## config.mk

```make
export PLATFORM = sky130hd
export DESIGN_NAME = ibex_register_file_fpga_scrub_flat
export DESIGN_NICKNAME = d
export VERILOG_FILES = /design/src/rtl/ibex_register_file_fpga_scrub_if.sv /design/src/rtl/ibex_register_file_fpga_scrub.sv /design/src/flat_wrapper.sv
export SDC_FILE = /design/constraint.sdc
export NUM_CORES = 1
export LEC_CHECK = 0
export CAP_MARGIN = 25
export CORE_MARGIN = 10
export CORE_UTILIZATION = 45
export DETAILED_ROUTE_END_ITERATION = 10
export SLEW_MARGIN = 15
export SYNTH_ARGS = -nofsm -noshare
export SYNTH_HDL_FRONTEND = slang
export SYNTH_SLANG_ARGS = --single-unit
```

## constraint.sdc

```tcl
create_clock -name clk_i -period 5.5 [get_ports clk_i]
set_clock_uncertainty 0.2 [all_clocks]
set_input_delay 1.65 -clock clk_i [delete_from_list [all_inputs] [get_ports clk_i]]
set_output_delay 1.65 -clock clk_i [all_outputs]
set_load 0.02 [all_outputs]
```

## src/rtl/ibex_register_file_fpga_scrub_if.sv

```systemverilog
// Bus bundle for the scrubbing register file: read ports, the single write port,
// the setback request and the ready/clear-done status.
interface ibex_register_file_fpga_scrub_if #(
  parameter int unsigned NumReadPorts = 2,
  parameter int unsigned DataWidth    = 32
);
  logic                              setback_i;
  logic [NumReadPorts*5-1:0]         raddr_i;
  logic [NumReadPorts*DataWidth-1:0] rdata_o;
  logic [4:0]                        waddr_a_i;
  logic [DataWidth-1:0]              wdata_a_i;
  logic                              we_a_i;
  logic                              ready_o;
  logic                              clear_done_o;

  modport master (
    output setback_i, raddr_i, waddr_a_i, wdata_a_i, we_a_i,
    input  rdata_o, ready_o, clear_done_o
  );

  modport slave (
    input  setback_i, raddr_i, waddr_a_i, wdata_a_i, we_a_i,
    output rdata_o, ready_o, clear_done_o
  );
endinterface

```

## src/rtl/ibex_register_file_fpga_scrub.sv

```systemverilog
// FPGA register file with an unreset distributed-RAM array that is zeroed by a
// sweep after reset or a setback request; reads return 0 until the sweep ends.
module ibex_register_file_fpga_scrub #(
  parameter bit          RV32E        = 1'b0,
  parameter int unsigned DataWidth    = 32,
  parameter int unsigned NumReadPorts = 2,
  parameter bit          WriteBypass  = 1'b0
) (
  input logic                          clk_i,
  input logic                          rst_ni,
  ibex_register_file_fpga_scrub_if.slave bus
);
  localparam int unsigned AddrWidth = RV32E ? 4 : 5;
  localparam int unsigned NumWords  = 2 ** AddrWidth;
  localparam logic [AddrWidth-1:0] LastAddr  = AddrWidth'(NumWords - 1);
  localparam logic [AddrWidth-1:0] FirstAddr = AddrWidth'(1);

  typedef enum logic {
    CLEAR,
    READY
  } state_e;

  state_e                 state_q, state_d;
  logic [AddrWidth-1:0]   cnt_q, cnt_d;
  logic                   done_q, done_d;

  logic [DataWidth-1:0]   mem [NumWords];
  logic                   mem_we;
  logic [AddrWidth-1:0]   mem_waddr;
  logic [DataWidth-1:0]   mem_wdata;

  logic [AddrWidth-1:0]   waddr;
  logic                   user_we;
  logic                   ready;
  logic                   unused_addr_bits;

  // Only the low AddrWidth bits index the array; x0 is hardwired to zero.
  assign waddr            = bus.waddr_a_i[AddrWidth-1:0];
  assign user_we          = bus.we_a_i && (waddr != '0);
  assign ready            = (state_q == READY);
  assign unused_addr_bits = ^{bus.raddr_i, bus.waddr_a_i};

  // NOTE: every signal driven here gets a default first, so no latch is inferred.
  always_comb begin
    state_d   = state_q;
    cnt_d     = cnt_q;
    done_d    = 1'b0;
    mem_we    = 1'b0;
    mem_waddr = waddr;
    mem_wdata = bus.wdata_a_i;

    unique case (state_q)
      CLEAR: begin
        // User writes are dropped; the scrubber owns the single write port.
        mem_we    = 1'b1;
        mem_waddr = cnt_q;
        mem_wdata = '0;
        if (bus.setback_i) begin
          cnt_d = FirstAddr;
        end else if (cnt_q == LastAddr) begin
          state_d = READY;
          cnt_d   = FirstAddr;
          done_d  = 1'b1;
        end else begin
          cnt_d = cnt_q + FirstAddr;
        end
      end
      READY: begin
        mem_we = user_we;
        if (bus.setback_i) begin
          state_d = CLEAR;
          cnt_d   = FirstAddr;
        end
      end
      default: state_d = CLEAR;
    endcase
  end

  // NOTE: sequential state uses non-blocking assignments so all flops update together.
  always_ff @(posedge clk_i or negedge rst_ni) begin
    if (!rst_ni) begin
      state_q <= CLEAR;
      cnt_q   <= FirstAddr;
      done_q  <= 1'b0;
    end else begin
      state_q <= state_d;
      cnt_q   <= cnt_d;
      done_q  <= done_d;
    end
  end

  // NOTE: the array has no reset so FPGA tools can map it to distributed RAM.
  always_ff @(posedge clk_i) begin
    if (mem_we) begin
      mem[mem_waddr] <= mem_wdata;
    end
  end

  for (genvar k = 0; k < NumReadPorts; k++) begin : g_read
    logic [AddrWidth-1:0] raddr;
    logic                 bypass;

    assign raddr  = bus.raddr_i[5*k +: AddrWidth];
    assign bypass = WriteBypass && ready && user_we && (raddr == waddr);
    assign bus.rdata_o[k*DataWidth +: DataWidth] =
        (!ready || (raddr == '0)) ? '0 :
        bypass                    ? bus.wdata_a_i :
                                    mem[raddr];
  end

  assign bus.ready_o      = ready;
  assign bus.clear_done_o = done_q;
endmodule
```

## src/flat_wrapper.sv

```systemverilog
// flat-port wrapper written by rule: the top's interface ports become plain ports
module ibex_register_file_fpga_scrub_flat 
#(
  parameter bit          RV32E        = 1'b0,
  parameter int unsigned DataWidth    = 32,
  parameter int unsigned NumReadPorts = 2,
  parameter bit          WriteBypass  = 1'b0
)
  (clk_i, rst_ni, bus_setback_i, bus_raddr_i, bus_waddr_a_i, bus_wdata_a_i, bus_we_a_i, bus_rdata_o, bus_ready_o, bus_clear_done_o);
  ibex_register_file_fpga_scrub_if #(.NumReadPorts(NumReadPorts), .DataWidth(DataWidth)) bus_i ();
  input logic clk_i;
  input logic rst_ni;
  input wire logic [$bits(bus_i.setback_i)-1:0] bus_setback_i;
  input wire logic [$bits(bus_i.raddr_i)-1:0] bus_raddr_i;
  input wire logic [$bits(bus_i.waddr_a_i)-1:0] bus_waddr_a_i;
  input wire logic [$bits(bus_i.wdata_a_i)-1:0] bus_wdata_a_i;
  input wire logic [$bits(bus_i.we_a_i)-1:0] bus_we_a_i;
  output wire logic [$bits(bus_i.rdata_o)-1:0] bus_rdata_o;
  output wire logic [$bits(bus_i.ready_o)-1:0] bus_ready_o;
  output wire logic [$bits(bus_i.clear_done_o)-1:0] bus_clear_done_o;
  assign bus_i.setback_i = bus_setback_i;
  assign bus_i.raddr_i = bus_raddr_i;
  assign bus_i.waddr_a_i = bus_waddr_a_i;
  assign bus_i.wdata_a_i = bus_wdata_a_i;
  assign bus_i.we_a_i = bus_we_a_i;
  assign bus_rdata_o = bus_i.rdata_o;
  assign bus_ready_o = bus_i.ready_o;
  assign bus_clear_done_o = bus_i.clear_done_o;
  ibex_register_file_fpga_scrub #(.RV32E(RV32E), .DataWidth(DataWidth), .NumReadPorts(NumReadPorts), .WriteBypass(WriteBypass)) u_core (.clk_i(clk_i), .rst_ni(rst_ni), .bus(bus_i));
endmodule
```

After elaboration in Yosys (flattened, before gate mapping). Memories as Yosys holds them, arrays and structs flattened. Index checks and enable logic that the tools add are counted.

Add/subtract/negate cells: 1. Bitwise operators: 1. Mux-type cells: 16. Reduce and logical (&&, ||, !) cells: 7. Eq/ne operators: 2.

Operator list (number): 32-bit two-way mux (3); 5-bit two-way mux (4); 5-bit logical NOT (2); 5-bit case mux with 2 select lines (1); 1-bit two-way mux (6); 5-bit by 1-bit adder with 5-bit output, second input constant (1); 5-bit == test, second input constant (1); 5-bit nonzero test (1); 1-bit case mux with 2 select lines (2); 1-bit logical OR (2); 2-bit != test, second input constant (1); 1-bit logical AND (1); 1-bit logical NOT (1); 1-bit inverter (1).

Register bits after elaboration: 7. Bits of input ports: 51. Word-level logic and storage cells: 31. RAM bits: 1024. Memories: 1. Output and inout port bits: 66.

Memory list: u_core.mem (depth 32, width 32, rd ports 2, clocked after memory_dff 0, write ports 1, RTL line ibex_register_file_fpga_scrub.sv:27) `logic [DataWidth-1:0] mem [NumWords];`.

Depth between registers and ports, before layout. Gate-level depths: netlist (run 1).

Depth after elaboration: 5. Mapped depth: 8. Mapped depth without buffers: 6.

Worst setup path after synthesis (run 1). Ideal clock, no wire load.

Path type: input -> output. From: input port bus_raddr_i[1]. To: output port bus_rdata_o[4]. Arrival: 3.063 ns. Slack: 0.587 ns. Buffers on the path: 2. Data required time: 3.650 ns. Stages: 6. Cells stage by stage: buf_2 -> buf_2 -> mux4_2 -> a22o_1 -> a31oi_1 -> nand4_1.

Cells in the longest elaborated chain, start to end: 3. Elaborated cells on any way between the ends: 4. Classes of those cells: 1 x mux; 2 x reduce/logical; 1 x memory.

Ends and longest elaborated chain: start: declaration (RTL line flat_wrapper.sv:14) `input wire logic [$bits(bus_i.raddr_i)-1:0] bus_raddr_i;`; parallel branches: the longest is 2 deep, another holds memory 32 x 32 bit; 32-bit two-way mux (*) (RTL line ibex_register_file_fpga_scrub.sv:106) `(!ready || (raddr == '0)) ? '0 :`; end: declaration (RTL line flat_wrapper.sv:18) `output wire logic [$bits(bus_i.rdata_o)-1:0] bus_rdata_o;`.

Mark *: on every way between the ends.

Final worst setup path (run 1).
From: input port bus_raddr_i[0]. To: output port bus_rdata_o[26].

Same word-level chain as after synthesis.

==> impl_metrics.toml, run 1 <==
[placed_design]
io_buffers = 116
placed_area_mm2 = 0.05461
place_ws_ps = -468.2
post-dp-hpwl_um = 109700
routabilityCongestion = 0.9045

[global_route]
overflow = 0
grt_usage_pct = 26.84
grt_pass1_wl_um = 234500
grt_pass1_vias = 32100
grt_max_degree = 37
antenna_found_initial = 6

[layout]
design_area_mm2 = 0.05890
layout.nets = 3357
syn_to_final_growth_pct = 21.65
drive_gt1_share_pct = 28.10

[pwr]
clkPwrFrac_pct = 42.4
p_switching_mw = 3.879
p_leak_nw = 20.54
power_density_mw_per_mm2 = 297.2
internal_power_mw = 13.63
p_total_mw = 17.51
peakVddDrop_v = 0.0002746
p_seq_share_pct = 49.7
switching_share_pct = 22.16
combPwrFrac_pct = 7.9

[cts]
clk_latency_ps = 690
cts_tree = "built"
numCtsBuffers = 108
cts_sinks = 1031
clockRootBuffer = "clkbuf_16"
htreeDepth = 3
clk_pin_slew_ps = 60
cts_buffer_depth = 3
hold_buffers = 0

[sta]
fmax_ghz = 0.1814
slew_violations = 0
fin_crit_ps = 5513
rsz0062_at_grt = "yes"
tightest_slew_ps = 1041
relSlewSlack_pct = 30.60
setup_viol = 1
period_share_pct = 100.2
timing_hold_violations_final = 0
timing.final.ws_setup_ps = -12.93

[worst_setup_path]
cp_max_fo = 10
rrSetupSlack_ps = 2100
arrival_ps = 3660
critPathTopFamily = "buffers and inverters"
worst-path-buf-inv = 7
cp_cell_sequence = "buf_12 -> buf_12 -> buf_4 -> nor2b_4 -> buf_4 -> buf_12 -> a22oi_1 -> a31oi_4 -> buf_4 -> nand4_1 -> buf_6"
cp_slowest_cell = "a31oi_4"
ff2ff_path_depth = 5
worstSetupStartpointType = "input pin"
crit_path_max_incr_delay_ps = 230
worstSetupPathType = "in2out"
r2r-start = "u_core.bus.ready_o$_DFF_PN0_"
required_ps = 3650
worstReg2RegEnd = "u_core.mem[25][4]$_DFFE_PP_"
end_kind = "output port"

[floorplanning]
dieArea_mm2 = 0.1211
fp.dieW_um = 348.0
io_pins = 117
num_rows = 120
core_area_mm2 = 0.1069
start_util_pct = 45.29
fp.dieH_um = 348.0

[yosys]
synth_cells = 2902
async_reset_ff_share_pct = 0.6790
synth_cell_types = 50
syn_nets = 2955
synth_ff_type = "edfxtp_1"
syn_area_per_cell_um2 = 16.68
synth-edff-count = 1024
ys_seq_area_share_pct = 63.88
yosysWarnings = 0
netlist_area_mm2 = 0.04841
ys_ff_latch = 1031

[route]
ant_nets = 0
dr_total_vias = 32060
routedWlPerCell_um = 34.83
drc_errors = 0
vias_per_cell = 6.679
routed_wl_um = 167200
drt_iter0_drc = 4608
drt_pre_antenna_iters = 6

[worst_hold_path]
hold_path_depth = 2
worstHoldStart = "u_core.cnt_q[3]$_DFFE_PN0P_"
hold_end = "u_core.cnt_q[3]$_DFFE_PN0P_"
hp-class = "reg2reg"

[outcome]
status = "finished with violations"
violations = "setup timing"

[flow_run]
maxCapViolCount = 0
## routing by layer
metal	share of wire (%)	wire length, µm	GRT usage, %	vias up
li1	-	-	-	12840
met1	40	66220	37.16	16680
met2	45	75690	41.17	2174
met3	11	18390	5.938	365
met4	4.1	6899	10.51	0
met5	0	0	0	-
## Yosys cell counts (2+ instances only)
master	count	area, µm²
mux2_2	2	22.52
dfrtp_1	6	150.1
nor3_1	2	10.01
nand4_1	65	406.6
buf_1	4	15.01
buf_4	61	457.9
mux4_2	238	5360
a22o_1	50	437.9
a32o_1	2	20.02
clkbuf_1	69	259.0
nor4b_1	2	17.52
buf_2	78	390.4
inv_1	2	7.510
nor3b_1	2	15.01
a31oi_1	52	325.3
o21ai_0	4	20.02
nand2_1	113	424.2
nor2_1	46	172.7
a21oi_1	80	400.4
a22oi_1	207	1554
nor2b_1	7	43.79
and4bb_2	3	37.54
o31a_1	2	17.52
mux2i_1	523	5235
and4b_1	3	30.03
edfxtp_1	1024	30750
mux4_1	14	367.9
and2_1	37	231.5
and3_1	13	81.33
nor2_2	4	25.02
nand3_1	150	750.7
nand2b_1	3	18.77
buf_6	16	180.2
ha_1	2	25.02
## sequential cells by signal (all words and copies together), names as in the netlist
signal and count:
u_core.bus.clear_done_o 1, u_core.bus.ready_o 1, u_core.cnt_q 5, u_core.mem 1024
## cell usage in the layout, fill, tap and decap left out, types with 5 or more instances in the layout
cell / n
bufinv_16: 13
clkbuf_1: 24
buf_2: 15
and2_2: 8
clkinv_2: 23
edfxtp_1: 1024
nand3_1: 148
nand2_1: 113
mux4_2: 238
mux2i_1: 522
dfrtp_1: 5
buf_6: 21
clkdlybuf4s15_1: 8
a31oi_1: 35
clkbuf_2: 8
a31oi_2: 14
buf_4: 260
a22o_1: 47
nor2_4: 39
clkbuf_16: 114
and3_1: 12
and2_1: 30
nor2b_4: 7
nand4_1: 65
mux4_1: 14
dlygate4sd2_1: 10
clkinv_1: 18
buf_8: 30
a21oi_1: 77
a22oi_1: 207
buf_12: 116
nor2_1: 11
clkdlybuf4s50_1: 43
## worst max path at each step
stage	from	end	slack [ps]	depth (start not counted)
after floorplan	bus_raddr_i[1]	bus_rdata_o[4]	590	6
after global placement	bus_raddr_i[5]	bus_rdata_o[32]	-480	8
after detailed placement	bus_raddr_i[5]	bus_rdata_o[63]	-470	8
after CTS	bus_raddr_i[8]	bus_rdata_o[58]	-4	9
after global routing	bus_raddr_i[5]	bus_rdata_o[42]	-10	8
final	bus_raddr_i[0]	bus_rdata_o[26]	-10	11
## what timing repair did
item,in CTS,in global routing
resized for setup,163,47
cloned,2,2
endpoints found under the setup margin,63,39
setup buffers,9,5
pin swaps,17,11
## power groups by stage
stage / Sequential (mW) / Clock, mW / Combinational (mW)
4_1_cts: 8.70 / 7.48 / 1.34
6_report: 8.71 / 7.42 / 1.38
5_1_grt: 8.71 / 7.82 / 1.42
3_5_place_dp: 8.87 / 0 / 1.32
3_3_place_gp: 8.86 / 0 / 1.30
2_1_floorplan: 8.85 / 0 / 0.743
## cell families after synthesis
kind of cell | Yosys count | synth area share [%]
and+or+nand+nor | 459 | 4.843
muxes | 777 | 22.69
DFF | 1031 | 63.88
buffers and inverters | 232 | 2.732
AOI/OAI and AO/OA | 401 | 5.805
adders and majority gates | 2 | 0.05168
## stage by stage
step	setup TNS (ps)	util, %	instances	hold slack (ps)
after floorplan	0	-	2902	341.9
after global placement	-17860	50.98	4557	384.5
after detailed placement	-18190	51.09	4564	420.7
after CTS	-4.297	54.72	4773	432.5
after global routing	-13.99	55.09	4798	453.0
final	-12.93	55.09	4800	434.3
## area by class of cell
cell class,instances,area (µm²)
Fill cell,8361,48010
Sequential cell,1031,30930
Multi-Input combinational cell,1639,16730
Timing Repair Buffer,522,5894
Clock buffer,139,2923
Tap cell,1403,1755
Clock inverter,62,654.4
Inverter,2,7.507
Antenna cell,2,5.005
## worst min-delay path, delay by kind of cell (launching register included)
family          cells  cell delay [ps]
flops               1              420
compound gates      2              170
Note: power is estimated with default switching activity, not from simulation.
==> inputs of run 2 (changes only) <==
--- a/config.mk
+++ b/config.mk
@@ -8,7 +8,9 @@
 export CAP_MARGIN = 25
 export CORE_MARGIN = 10
 export CORE_UTILIZATION = 45
+export CTS_CLUSTER_SIZE = 10
 export DETAILED_ROUTE_END_ITERATION = 10
+export DONT_BUFFER_PORTS = 1
 export SLEW_MARGIN = 15
 export SYNTH_ARGS = -nofsm -noshare
 export SYNTH_HDL_FRONTEND = slang
==> impl_metrics.toml, run 2 (synthesized netlist as in run 1, its figures left out) <==
[layout]
final_common_cell = "edfxtp_1"
design_area_mm2 = 0.05465
reg.largest.list = "u_core.mem (1024), u_core.cnt_q (5)"
largest_reg_flops = 1024
final_cell_mix = "edfxtp_1 (1,024), mux2i_1 (523), mux4_2 (238), a22oi_1 (207), nand3_1 (149)"
utilization_pct = 51.12
syn_to_final_growth_pct = 12.88
largest-register = "u_core.mem"
layout.nets = 3010
drive_gt1_share_pct = 20.45

[outcome]
violations = "setup timing"
status = "finished with violations"

[route]
wl_met2_um = 77440
drc_errors = 0
drt_pre_antenna_iters = 6
top_layer_used = "met5"
ant_nets = 0
vias_per_cell = 6.941
drt_iter0_drc = 4528
wl_met3_um = 20010
routed_wl_um = 168600
routedWlPerCell_um = 38.21
dr_total_vias = 30620
wl_met1_um = 63880

[cts]
numCtsBuffers = 118
clk_pin_slew_ps = 50
htreeDepth = 3
cts_tree = "built"
cts_sinks = 1031
cts_setup_buffers = 0
clockRootBuffer = "clkbuf_16"
clk_latency_ps = 710
cts_buffer_depth = 3

[sta]
timing.final.ws_setup_ps = -86.18
slew_violations = 0
fmax_ghz = 0.1790
fin_crit_ps = 5586
period_share_pct = 101.6
fin_tns_setup_ps = -95.60
relSlewSlack_pct = 27.84
timing_hold_violations_final = 0
setup_viol = 2
rsz0062_at_grt = "no"
tightest_slew_ps = 1082

[worst_setup_path]
rrSetupSlack_ps = 1470
worstSetupPathType = "in2out"
end_kind = "output port"
worstSetupStartpointType = "input pin"
arrival_ps = 3740
cp_max_fo = 220
required_ps = 3650
ff2ff_path_depth = 6

[pwr]
p_seq_share_pct = 52.6
clkPwrFrac_pct = 42.0
internal_power_mw = 13.05
power_density_mw_per_mm2 = 303.1
switching_share_pct = 21.21
p_leak_nw = 18.27
peakVddDrop_v = 0.0002977
combPwrFrac_pct = 5.4
p_total_mw = 16.56
p_switching_mw = 3.513

[worst_hold_path]
hold_path_depth = 2
hp-class = "reg2reg"

[floorplanning]
start_util_pct = 45.29
dieArea_mm2 = 0.1211
fp.dieH_um = 348.0
io_pins = 117
core_area_mm2 = 0.1069
fp.dieW_um = 348.0
num_rows = 120

[global_route]
antenna_found_initial = 20
grt_max_degree = 243
overflow = 0
grt_usage_pct = 27.02
grt_pass1_vias = 30320
grt_pass1_wl_um = 232600

[flow_run]
maxCapViolCount = 0

[placed_design]
placed_area_mm2 = 0.05105
io_buffers = 0
post-dp-hpwl_um = 96490
place_ws_ps = -159.0
routabilityCongestion = 0.8673
==> run 2: final timing paths <==
path | from | to
setup reg to reg | u_core.bus.ready_o$_DFF_PN0_ | u_core.mem[10][16]$_DFFE_PP_
setup / recovery | bus_raddr_i[1] | bus_rdata_o[21]
hold / removal | u_core.cnt_q[3]$_DFFE_PN0P_ | u_core.cnt_q[3]$_DFFE_PN0P_
max in group asynchronous | rst_ni | u_core.cnt_q[0]$_DFFE_PN1P_
hold reg to reg | u_core.cnt_q[3]$_DFFE_PN0P_ | u_core.cnt_q[3]$_DFFE_PN0P_
min in group asynchronous | rst_ni | u_core.cnt_q[1]$_DFFE_PN0P_
==> run 2: worst max-delay path: stages <==
cell and delay [ps]:
and2_2 300, buf_4 290, a22oi_1 160, a31oi_2 580, nand4_1 190, buf_4 200, buf_12 120
==> run 2: per-stage QoR <==
stage	hold WS (ps)	instances
final	408.6	4411
after global routing	422.5	4407
after CTS	396.2	4387
after detailed placement	389.0	4221
after global placement	382.8	4216
after floorplan	341.9	2902
==> run 2: cell type report <==
type	instances	area, µm²
Fill cell	8674	52250
Sequential cell	1031	30930
Multi-Input combinational cell	1639	16560
Clock buffer	154	3182
Timing Repair Buffer	165	2116
Tap cell	1403	1755
Clock inverter	12	87.58
Antenna cell	5	12.51
Inverter	2	7.507
==> run 2: power groups by stage <==
stage                     Sequential (mW)  Combinational [mW]  Clock (mW)
after global routing                 8.72               0.911        7.31
after floorplan                      8.85               0.743           0
final                                8.71               0.895        6.96
after detailed placement             8.87               0.878           0
after CTS                            8.71               0.880        7.01
after global placement               8.85               0.861           0
==> run 2: routing by layer <==
metal	track usage (%)	vias to the layer above
met4	10.79	28
met5	0	-
met3	6.969	385
met1	35.96	16010
li1	-	12100
met2	42.22	2092
==> run 2: repair_timing <==
item,in CTS,in global routing
gates resized for setup,1,0
hold buffers,0,0
endpoints found under the setup margin,1,0
